**src/rtl/video_out_gen_if.sv**
```systemverilog
// Read side of the show-ahead video FIFO, as seen by the video output generator.
// master: the consumer that pops symbols. slave: the FIFO that presents them.
interface video_out_gen_if #(
  parameter int SYM_W   = 4,
  parameter int USEDW_W = 9
) ();
  logic [SYM_W-1:0]   fifor_data;
  logic               fifor_empty;
  logic [USEDW_W-1:0] fifor_used_words;
  logic               fifor_acknowledge;

  modport master (
    input  fifor_data,
    input  fifor_empty,
    input  fifor_used_words,
    output fifor_acknowledge
  );

  modport slave (
    output fifor_data,
    output fifor_empty,
    output fifor_used_words,
    input  fifor_acknowledge
  );
endinterface

```
**src/rtl/video_out_gen.sv**
```systemverilog
// Raster generator: maps FIFO symbols to luma levels with its own H/V timing and composite sync.
// Define TRAINING_LINE_EN to make the first active line of each frame a calibration staircase.
module video_out_gen #(
  parameter int SYM_W          = 4,
  parameter int LUMA_W         = 8,
  parameter int USEDW_W        = 9,
  parameter int BLACK_LEVEL    = 64,
  parameter int LUMA_STEP      = 12,
  parameter int SYNC_LEVEL     = 0,
  parameter int H_TOTAL        = 400,
  parameter int H_SYNC         = 30,
  parameter int H_ACT_START    = 60,
  parameter int H_ACT_LEN      = 320,
  parameter int V_TOTAL        = 262,
  parameter int V_SYNC_LINES   = 3,
  parameter int V_ACT_START    = 20,
  parameter int V_ACT_LINES    = 240,
  parameter int PIXELS_PER_SYM = 2,
  parameter int PREFILL        = 160
) (
  input  logic                 clk,
  input  logic                 rst,
  video_out_gen_if.master      fifo,
  output logic [LUMA_W-1:0]    video_out,
  output logic                 sync,
  output logic                 active,
  output logic                 frame_start,
  output logic                 streaming,
  output logic                 underrun,
  input  logic                 underrun_clr,
  output logic [15:0]          underrun_cnt
);

  localparam int H_W = $clog2(H_TOTAL + 1);
  localparam int V_W = $clog2(V_TOTAL + 1);
  localparam int P_W = $clog2(PIXELS_PER_SYM + 1);

  localparam logic [H_W-1:0]     H_LAST      = H_W'(H_TOTAL - 1);
  localparam logic [H_W-1:0]     H_SYNC_END  = H_W'(H_SYNC);
  localparam logic [H_W-1:0]     H_BROAD_END = H_W'(H_TOTAL - H_SYNC);
  localparam logic [H_W-1:0]     H_ACT_S     = H_W'(H_ACT_START);
  localparam logic [H_W-1:0]     H_ACT_E     = H_W'(H_ACT_START + H_ACT_LEN);
  localparam logic [V_W-1:0]     V_LAST      = V_W'(V_TOTAL - 1);
  localparam logic [V_W-1:0]     V_SYNC_END  = V_W'(V_SYNC_LINES);
  localparam logic [V_W-1:0]     V_ACT_S     = V_W'(V_ACT_START);
  localparam logic [V_W-1:0]     V_ACT_E     = V_W'(V_ACT_START + V_ACT_LINES);
  localparam logic [P_W-1:0]     P_LAST      = P_W'(PIXELS_PER_SYM - 1);
  localparam logic [LUMA_W-1:0]  LUMA_BLACK  = LUMA_W'(BLACK_LEVEL);
  localparam logic [LUMA_W-1:0]  LUMA_SYNC   = LUMA_W'(SYNC_LEVEL);
  localparam logic [LUMA_W-1:0]  LUMA_INC    = LUMA_W'(LUMA_STEP);
  localparam logic [USEDW_W-1:0] USED_MIN    = USEDW_W'(PREFILL);

  // Wraps modulo 2^LUMA_W on purpose: large symbols fold back rather than clip.
  function automatic logic [LUMA_W-1:0] luma_of(input logic [SYM_W-1:0] s);
    return LUMA_BLACK + LUMA_INC * LUMA_W'(s);
  endfunction

  logic [H_W-1:0]    h_q, h_d;
  logic [V_W-1:0]    v_q, v_d;
  logic [P_W-1:0]    slot_pix_q, slot_pix_d;
  logic [LUMA_W-1:0] slot_luma_q, slot_luma_d;
  logic [LUMA_W-1:0] video_q, video_d;
  logic              sync_q, sync_d;
  logic              active_q, active_d;
  logic              frame_start_q, frame_start_d;
  logic              streaming_q, streaming_d;
  logic              ack_q, ack_d;
  logic              underrun_q, underrun_d;
  logic [15:0]       cnt_q, cnt_d;

  logic              in_win;
  logic              slot_first;
  logic              train_line;
  logic [SYM_W-1:0]  train_sym;
  logic              take;
  logic              starve;

`ifdef TRAINING_LINE_EN
  logic [SYM_W-1:0]  slot_idx_q, slot_idx_d;

  // Slot index wraps modulo 2^SYM_W, giving a repeating staircase.
  always_comb begin
    slot_idx_d = '0;
    if (in_win) begin
      slot_idx_d = (slot_pix_q == P_LAST) ? slot_idx_q + 1'b1 : slot_idx_q;
    end
    train_line = (v_q == V_ACT_S);
    train_sym  = slot_idx_q;
  end

  always_ff @(posedge clk) begin
    if (rst) slot_idx_q <= '0;
    else     slot_idx_q <= slot_idx_d;
  end
`else
  always_comb begin
    train_line = 1'b0;
    train_sym  = '0;
  end
`endif

  always_comb begin
    h_d = (h_q == H_LAST) ? '0 : h_q + 1'b1;
    v_d = v_q;
    if (h_q == H_LAST) begin
      v_d = (v_q == V_LAST) ? '0 : v_q + 1'b1;
    end

    frame_start_d = (h_q == '0) && (v_q == '0);
    streaming_d   = frame_start_d ? (fifo.fifor_used_words >= USED_MIN) : streaming_q;

    // Broad pulses on the first lines invert the usual narrow hsync.
    sync_d = (v_q < V_SYNC_END) ? (h_q >= H_BROAD_END) : (h_q >= H_SYNC_END);

    in_win   = (h_q >= H_ACT_S) && (h_q < H_ACT_E) && (v_q >= V_ACT_S) && (v_q < V_ACT_E);
    active_d = in_win;

    slot_first = in_win && (slot_pix_q == '0);
    slot_pix_d = (in_win && (slot_pix_q != P_LAST)) ? slot_pix_q + 1'b1 : '0;

    take   = slot_first && streaming_q && !train_line && !fifo.fifor_empty;
    starve = slot_first && streaming_q && !train_line &&  fifo.fifor_empty;
    ack_d  = take;

    slot_luma_d = slot_luma_q;
    if (slot_first) begin
      if (train_line)  slot_luma_d = luma_of(train_sym);
      else if (take)   slot_luma_d = luma_of(fifo.fifor_data);
      else             slot_luma_d = LUMA_BLACK;
    end

    if (!sync_d)     video_d = LUMA_SYNC;
    else if (in_win) video_d = slot_luma_d;
    else             video_d = LUMA_BLACK;

    // A starved slot in the same cycle as a clear restarts the count at one.
    underrun_d = underrun_q;
    cnt_d      = cnt_q;
    if (starve) begin
      underrun_d = 1'b1;
      if (underrun_clr)         cnt_d = 16'd1;
      else if (cnt_q != 16'hFFFF) cnt_d = cnt_q + 16'd1;
    end else if (underrun_clr) begin
      underrun_d = 1'b0;
      cnt_d      = '0;
    end
  end

  always_ff @(posedge clk) begin
    if (rst) begin
      h_q           <= '0;
      v_q           <= '0;
      slot_pix_q    <= '0;
      slot_luma_q   <= LUMA_BLACK;
      video_q       <= LUMA_BLACK;
      sync_q        <= 1'b1;
      active_q      <= 1'b0;
      frame_start_q <= 1'b0;
      streaming_q   <= 1'b0;
      ack_q         <= 1'b0;
      underrun_q    <= 1'b0;
      cnt_q         <= '0;
    end else begin
      h_q           <= h_d;
      v_q           <= v_d;
      slot_pix_q    <= slot_pix_d;
      slot_luma_q   <= slot_luma_d;
      video_q       <= video_d;
      sync_q        <= sync_d;
      active_q      <= active_d;
      frame_start_q <= frame_start_d;
      streaming_q   <= streaming_d;
      ack_q         <= ack_d;
      underrun_q    <= underrun_d;
      cnt_q         <= cnt_d;
    end
  end

  assign video_out              = video_q;
  assign sync                   = sync_q;
  assign active                 = active_q;
  assign frame_start            = frame_start_q;
  assign streaming              = streaming_q;
  assign fifo.fifor_acknowledge = ack_q;
  assign underrun               = underrun_q;
  assign underrun_cnt           = cnt_q;

endmodule

```
**src/flat_wrapper.sv**
```systemverilog
// flat-port wrapper written by rule: the top's interface ports become plain ports
module video_out_gen_flat 
#(
  parameter int SYM_W          = 4,
  parameter int LUMA_W         = 8,
  parameter int USEDW_W        = 9,
  parameter int BLACK_LEVEL    = 64,
  parameter int LUMA_STEP      = 12,
  parameter int SYNC_LEVEL     = 0,
  parameter int H_TOTAL        = 400,
  parameter int H_SYNC         = 30,
  parameter int H_ACT_START    = 60,
  parameter int H_ACT_LEN      = 320,
  parameter int V_TOTAL        = 262,
  parameter int V_SYNC_LINES   = 3,
  parameter int V_ACT_START    = 20,
  parameter int V_ACT_LINES    = 240,
  parameter int PIXELS_PER_SYM = 2,
  parameter int PREFILL        = 160
)
  (clk, rst, video_out, sync, active, frame_start, streaming, underrun, underrun_clr, underrun_cnt, fifo_fifor_data, fifo_fifor_empty, fifo_fifor_used_words, fifo_fifor_acknowledge);
  video_out_gen_if #(.SYM_W(SYM_W), .USEDW_W(USEDW_W)) fifo_i ();
  input  logic clk;
  input  logic rst;
  output logic [LUMA_W-1:0] video_out;
  output logic sync;
  output logic active;
  output logic frame_start;
  output logic streaming;
  output logic underrun;
  input  logic underrun_clr;
  output logic [15:0] underrun_cnt;
  input wire logic [$bits(fifo_i.fifor_data)-1:0] fifo_fifor_data;
  input wire logic [$bits(fifo_i.fifor_empty)-1:0] fifo_fifor_empty;
  input wire logic [$bits(fifo_i.fifor_used_words)-1:0] fifo_fifor_used_words;
  output wire logic [$bits(fifo_i.fifor_acknowledge)-1:0] fifo_fifor_acknowledge;
  assign fifo_i.fifor_data = fifo_fifor_data;
  assign fifo_i.fifor_empty = fifo_fifor_empty;
  assign fifo_i.fifor_used_words = fifo_fifor_used_words;
  assign fifo_fifor_acknowledge = fifo_i.fifor_acknowledge;
  video_out_gen #(.SYM_W(SYM_W), .LUMA_W(LUMA_W), .USEDW_W(USEDW_W), .BLACK_LEVEL(BLACK_LEVEL), .LUMA_STEP(LUMA_STEP), .SYNC_LEVEL(SYNC_LEVEL), .H_TOTAL(H_TOTAL), .H_SYNC(H_SYNC), .H_ACT_START(H_ACT_START), .H_ACT_LEN(H_ACT_LEN), .V_TOTAL(V_TOTAL), .V_SYNC_LINES(V_SYNC_LINES), .V_ACT_START(V_ACT_START), .V_ACT_LINES(V_ACT_LINES), .PIXELS_PER_SYM(PIXELS_PER_SYM), .PREFILL(PREFILL)) u_core (.clk(clk), .rst(rst), .fifo(fifo_i), .video_out(video_out), .sync(sync), .active(active), .frame_start(frame_start), .streaming(streaming), .underrun(underrun), .underrun_clr(underrun_clr), .underrun_cnt(underrun_cnt));
endmodule
```
**config.mk**
```make
export PLATFORM = sky130hd
export DESIGN_NAME = video_out_gen_flat
export DESIGN_NICKNAME = d
export VERILOG_FILES = /design/src/rtl/video_out_gen_if.sv /design/src/rtl/video_out_gen.sv /design/src/flat_wrapper.sv
export SDC_FILE = /design/constraint.sdc
export NUM_CORES = 1
export LEC_CHECK = 0
export CAP_MARGIN = 20
export CORE_MARGIN = 2
export CORE_UTILIZATION = 30
export CTS_BUF_LIST = sky130_fd_sc_hd__clkbuf_4 sky130_fd_sc_hd__clkbuf_8
export DETAILED_ROUTE_END_ITERATION = 7
export GPL_TIMING_DRIVEN = 0
export PLACE_DENSITY = 0.56
export SLEW_MARGIN = 40
export SYNTH_ARGS = -nofsm -noshare
export SYNTH_HDL_FRONTEND = slang
export SYNTH_SLANG_ARGS = --single-unit
```
**constraint.sdc**
```tcl
create_clock -name clk -period 2.2 [get_ports clk]
set_input_delay 0.44 -clock clk [delete_from_list [all_inputs] [get_ports clk]]
set_output_delay 0.44 -clock clk [all_outputs]
set_load 0.02 [all_outputs]
```
==> results of run 1 <==
==> layout by cell type, fill, tap and decap left out, drive strengths merged, types with 4 or more instances in the layout <==
master and instances:
nand4 15, clkdlybuf4s50 41, ha 13, or2 4
nor2b 4, a21oi 5, or3 12, nand2 22
buf 19, inv 15, xor2 9, and4 5
nand3 12, or4 4, and2 6, nor4 11
mux2i 15, nor2 37, o21a 6, dfxtp 58
clkbuf 22, nor3 17, xnor2 7
==> critical path, cell delays in order, from the launching register on <==
cell	delay (ps)
dfxtp_2	320
or3_4	390
o21a_1	220
or4_1	410
buf_6	160
clkbuf_4	200
o41ai_1	400
==> kinds of logic (layout without fill, tap and decap cells) <==
kind of cell,count (synthesis),count (layout)
simple gates,157,157
flops,58,58
compound gates,38,38
buf+inv,34,103
xor+xnor,17,17
mux,15,15
fa+ha+maj,14,14
==> layer usage <==
layer | share of wire | GRT usage | routed length, µm | up-vias
li1 | - | - | - | 1323
met1 | 0.49 | 0.196 | 3580 | 1220
met2 | 0.46 | 0.231 | 3370 | 59
met3 | 0.043 | 0.0441 | 318 | 6
met4 | 0.0093 | 0.0466 | 68 | 0
met5 | 0 | 0 | 0 | -
==> flip-flops by register name (all words and copies together), names as in the netlist, 2 cells and up <==
signal,flops
u_core.h_q,9
u_core.slot_pix_q,2
u_core.v_q,9
u_core.video_out,8
u_core.slot_luma_q,8
u_core.underrun_cnt,16
==> metrics by stage <==
step	worst slack [ps]	utilization	setup TNS (ps)
final	-10.2	0.424	-10.2
after global placement	-412	0.370	-10020
after global routing	-91.3	0.424	-393
after detailed placement	-375	0.370	-9500
after CTS	-0.0309	0.407	-0.0309
after floorplan	-43.9	-	-43.9
==> final cells by class <==
cell class                 instances  area, µm²
multi-input combinational        241       1800
timing repair buffer              57        564
inverter                          14       52.6
clock inverter                     7        103
fill                             972       5550
tap                              133        166
buffer                            16        106
clock buffer                       9        124
sequential                        58       1170
==> what timing repair did <==
item / in CTS / in global routing
hold buffers: 0 / 0
buffers inserted: 6 / 9
pin swaps: 6 / 7
endpoints found under the setup margin: 30 / 44
cloned: 0 / 1
resized for setup: 23 / 21
==> worst max path at each step <==
stage | slack (ps) | cells after the start | startpoint | to
global placement | -410 | 5 | rst | u_core.frame_start$_SDFF_PP0_
detailed placement | -380 | 5 | rst | u_core.slot_luma_q[5]$_SDFF_PP0_
global route | -90 | 6 | u_core.v_q[6]$_SDFFE_PP0P_ | u_core.underrun_cnt[1]$_SDFFE_PP0P_
finish | -10 | 6 | u_core.v_q[6]$_SDFFE_PP0P_ | u_core.underrun_cnt[1]$_SDFFE_PP0P_
CTS | -0.03 | 7 | u_core.v_q[4]$_SDFFE_PP0P_ | u_core.underrun_cnt[6]$_SDFFE_PP0P_
floorplan | -40 | 6 | u_core.v_q[4]$_SDFFE_PP0P_ | u_core.video_out[6]$_SDFF_PP1_
==> power by group <==
group / internal, W / leakage (nW) / switching [W]
Clock: 0.000647 / 0.110 / 0.000482
Combinational: 0.0000758 / 0.859 / 0.0000975
Sequential: 0.00106 / 0.474 / 0.0000137
Total: 0.00178 / 1.44 / 0.000593
==> flow_summary_export.csv, run 1 <==
group,metric,value,unit
sta,worst_pin_slew,670,ps
yosys,synth_fa_ha_area_frac,0.0623,
cells_and_area,stdcell_count,535,
yosys,synth-compound-area-share,0.0973,
power,leakagePower,1.44,nW
route,vias,2608,
power,power.density,580,nW/µm²
yosys,syn_inst,333,
sta,hold_viol,0,
critical_path,r2r-start,"u_core.v_q[6]$_SDFFE_PP0P_",
yosys,synth_area_leaders,"dfxtp_1 (40%), ha_1 (5.5%), mux2i_1 (5.1%)",
sta,rsz0062_at_grt,"true",
route,detail_route.drc_violations,0,
route,wl,7.33,mm
sta,skew,15.0,ps
global_routing,gr-total-overflow,0,
min_path,holdPathStages,2,
clock_tree,cts_buffers,9,
status,violations,"setup timing",
yosys,syn_area_per_cell,8.81,µm²
route,drtIter0Drc,104,
global_routing,antenna_found_initial,0,
sta,whs,442,ps
yosys,seq_area_frac_synth,0.396,
yosys,async_flop_share,0,
cells_and_area,post_route_cells_drive_above_1_share,0.197,
die,die_area,10600,µm²
critical_path,cp_data_required_time,2420,ps
power,power,0.00237,W
critical_path,crit_fanout,10,
die,num_rows,36,
min_path,hold_end,"u_core.slot_luma_q[0]$_SDFF_PP0_",
critical_path,ff2ff_setup_slack,-10,ps
critical_path,timing.rr.end,"u_core.underrun_cnt[1]$_SDFFE_PP0P_",
route,viasPerCell,4.87,
critical_path,cp-end-kind,"flop",
global_routing,grt_pass1_wl,12.2,mm
die,die_h,103,µm
clock_tree,insertion_delay,350,ps
route,first_pass_iters,4,
min_path,hp-class,"reg -> reg",
yosys,yosysTopAreaCell,"dfxtp_1",
clock_tree,path_clk_slew,80,ps
clock_tree,cts_root_buf,"clkbuf_8",
clock_tree,cts_htree_levels,3,
route,antenna_left,0,
yosys,synth-edff-count,0,
yosys,syn_nets,364,
yosys,synth-seq-cells,58,
clock_tree,clockBufferDepth,2,
die,ios,47,
route,post_drt_wl_per_cell,13.7,µm
yosys,yosysUniqueCellTypes,48,
critical_path,worst-setup-path-type,"reg -> reg",
yosys,netlist_area,2930,µm²
placement,place_hpwl,4.87,mm
yosys,synthXorXnorAreaFrac,0.0555,
yosys,synth_top_area_share,0.396,
placement,place_congestion,0.751,
global_routing,grt_usage,0.148,
yosys,yosys.area_share.simple,0.291,
critical_path,start_kind,"flop",
sta,timing.final.crit_share,1.00,
cells_and_area,nets,428,
min_path,hp-start,"u_core.slot_luma_q[0]$_SDFF_PP0_",
clock_tree,cts.sinks,58,
cells_and_area,syn_to_final_growth,39.5,%
yosys,yosysWarnings,0,
sta,drv_slew,0,
yosys,synth_ff_type,"dfxtp_1",
sta,relSlewSlack,0.553,
critical_path,worstPathArrival,2430,ps
cells_and_area,stdcell_area,4090,µm²
global_routing,grt_pass1_vias,2504,
cells_and_area,diodes,0,
placement,dp_cells,507,
placement,port_buffers,41,
die,start_util,0.304,
global_routing,grt_max_degree,13,
sta,worst_slack,-10.2,ps
die,coreArea,9640,µm²
die,die_x,103,µm
sta,setup_violations,1,
sta,fin_crit,2210,ps
yosys,synth_common_cells,"dfxtp_1 (58), nor2_1 (37), nand2_1 (22)",
clock_tree,cts_tree,"built",
critical_path,r2r_cells,6,
yosys,synth_top_family_by_area,"simple AND/OR/NAND/NOR gates",
power,ir_worst_vdd,243,µV
status,outcome,"finished with violations",
run,cap_viol_max_count,0,
yosys,muxShareOfSynthArea,0.0512,
placement,place_area,3570,µm²
sta,fmax,452,MHz
yosys,synth_most_common_cell,"dfxtp_1",
Note: power is estimated with default switching activity, not from simulation.
==> run 2, diff against run 1 <==
--- a/config.mk
+++ b/config.mk
@@ -6,7 +6,7 @@
 export NUM_CORES = 1
 export LEC_CHECK = 0
 export CAP_MARGIN = 20
-export CORE_MARGIN = 2
+export CORE_MARGIN = 1.5
 export CORE_UTILIZATION = 30
 export CTS_BUF_LIST = sky130_fd_sc_hd__clkbuf_4 sky130_fd_sc_hd__clkbuf_8
 export DETAILED_ROUTE_END_ITERATION = 7
==> flow_summary_export.csv, run 2 (same netlist as run 1, synthesis figures left out) <==
group,metric,value,unit
global_routing,antenna_found_initial,0,
route,drtIter0Drc,106,
sta,fin_crit,2160,ps
global_routing,grt_pass1_vias,2505,
critical_path,cpPeakStageDelay,480,ps
cells_and_area,diodes,0,
critical_path,critPathTopFamily,"simple AND/OR/NAND/NOR gates",
die,die_h,102,µm
power,leakagePower,1.36,nW
clock_tree,cts.sinks,58,
die,die_x,102,µm
die,ios,47,
clock_tree,cts_buffers,9,
sta,hold_viol,0,
cells_and_area,final_cell_mix,"dfxtp_1 (50), clkdlybuf4s50_1 (41), nor2_1 (35), nand2_1 (22)",
placement,port_buffers,41,
route,first_pass_iters,4,
global_routing,grt_usage,0.149,
sta,worst_pin_slew,624,ps
critical_path,crit_chain,"or3_4 > o21a_1 > or4_4 > buf_12 > nor4_4 > mux2i_1",
sta,relSlewSlack,0.584,
sta,skew,11.4,ps
route,post_drt_wl_per_cell,13.8,µm
critical_path,worstPathArrival,2430,ps
clock_tree,clockBufferDepth,2,
die,coreArea,9370,µm²
critical_path,critical_path_buf_inv_count,1,
critical_path,worst-setup-path-type,"reg -> reg",
route,vias,2554,
clock_tree,cts_htree_levels,3,
placement,place_hpwl,4.84,mm
sta,fmax,464,MHz
sta,setup_violations,0,
critical_path,critPathSlowestCell,"or4_4",
sta,timing.final.crit_share,0.980,
min_path,hp-class,"reg -> reg",
clock_tree,holdBufCountCts,0,
clock_tree,cts_root_buf,"clkbuf_8",
power,power.density,580,nW/µm²
global_routing,grt_max_degree,11,
clock_tree,insertion_delay,340,ps
cells_and_area,nets,417,
cells_and_area,stdcell_count,519,
cells_and_area,final_common_cell,"dfxtp_1",
route,detail_route.drc_violations,0,
critical_path,start_kind,"flop",
clock_tree,cts_tree,"built",
sta,drv_slew,0,
die,start_util,0.313,
global_routing,gr-total-overflow,0,
sta,whs,442,ps
critical_path,cp-end-kind,"flop",
route,antenna_left,0,
status,outcome,"finished clean",
power,power,0.00230,W
critical_path,cp_data_required_time,2470,ps
route,viasPerCell,4.92,
placement,place_congestion,0.793,
global_routing,grt_pass1_wl,12.2,mm
sta,rsz0062_at_grt,"true",
critical_path,crit_fanout,10,
cells_and_area,syn_to_final_growth,35.1,%
power,ir_worst_vdd,229,µV
die,num_rows,35,
cells_and_area,post_route_cells_drive_above_1_share,0.174,
die,die_area,10400,µm²
cells_and_area,largest_reg_flops,16,
placement,dp_cells,503,
route,wl,7.17,mm
sta,fin_setup_tns,0,ps
run,cap_viol_max_count,0,
cells_and_area,final_core_util,0.423,
clock_tree,path_clk_slew,70,ps
==> run 2: cell count changes in the layout (fill, tap and decap cells not counted), sizes merged <==
cell	delta
buf	-8
clkbuf	-3
inv	-1
==> run 2: layout make-up <==
| class | count | area, µm² |
|---|---|---|
| buffer | 14 | 88.8 |
| clock buffer | 9 | 124 |
| clock inverter | 6 | 82.6 |
| fill | 951 | 5410 |
| inverter | 14 | 52.6 |
| multi-input combinational | 241 | 1820 |
| sequential | 58 | 1170 |
| tap | 129 | 161 |
| timing repair buffer | 48 | 463 |
==> run 2: where the power goes <==
part | total (W) | internal, W | switching [W]
sequential | 0.00107 | 0.00106 | 0.0000124
combinational | 0.000174 | 0.0000752 | 0.0000984
clock | 0.00105 | 0.000625 | 0.000427
total | 0.00230 | 0.00176 | 0.000538
==> run 2: worst reg2reg max path, cell delays in order, from the launching register on <==
cell     delay [ps]
dfxtp_1         330
or3_4           400
o21a_1          210
or4_4           480
buf_12          190
nor4_4          280
mux2i_1         200
==> run 2: path summary, 6_finish.rpt <==
path	startpoint	end	slack, ps	depth (start not counted)
setup / recovery	u_core.v_q[5]$_SDFFE_PP0P_	u_core.underrun_cnt[6]$_SDFFE_PP0P_	40	6
hold / removal	u_core.slot_luma_q[0]$_SDFF_PP0_	u_core.slot_luma_q[0]$_SDFF_PP0_	440	2
setup reg to reg	u_core.v_q[5]$_SDFFE_PP0P_	u_core.underrun_cnt[6]$_SDFFE_PP0P_	40	6
hold reg to reg	u_core.slot_luma_q[0]$_SDFF_PP0_	u_core.slot_luma_q[0]$_SDFF_PP0_	440	2
==> run 2: what timing repair did <==
| action | 4_1_cts | 5_1_grt |
|---|---|---|
| buffers inserted | 5 | 2 |
| pin swaps | 7 | 3 |
| gates resized for setup | 21 | 21 |
| endpoints found under the setup margin | 37 | 47 |
==> run 2: routing by layer <==
layer / wire length, µm / vias up / track usage
met1: 3450 / 1202 / 0.193
met4: 109 / 0 / 0.0580
met2: 3370 / 44 / 0.242
li1: - / 1299 / -
met3: 244 / 9 / 0.0356
met5: 0 / - / 0
==> run 2: through the flow <==
stage          setup slack, ps  cell area, µm²
2_1_floorplan            -43.9            2990
3_3_place_gp              -404            3560
3_5_place_dp              -416            3560
4_1_cts                  -8.48            3890
5_1_grt                  -25.2            3960
6_report                  43.2            3960
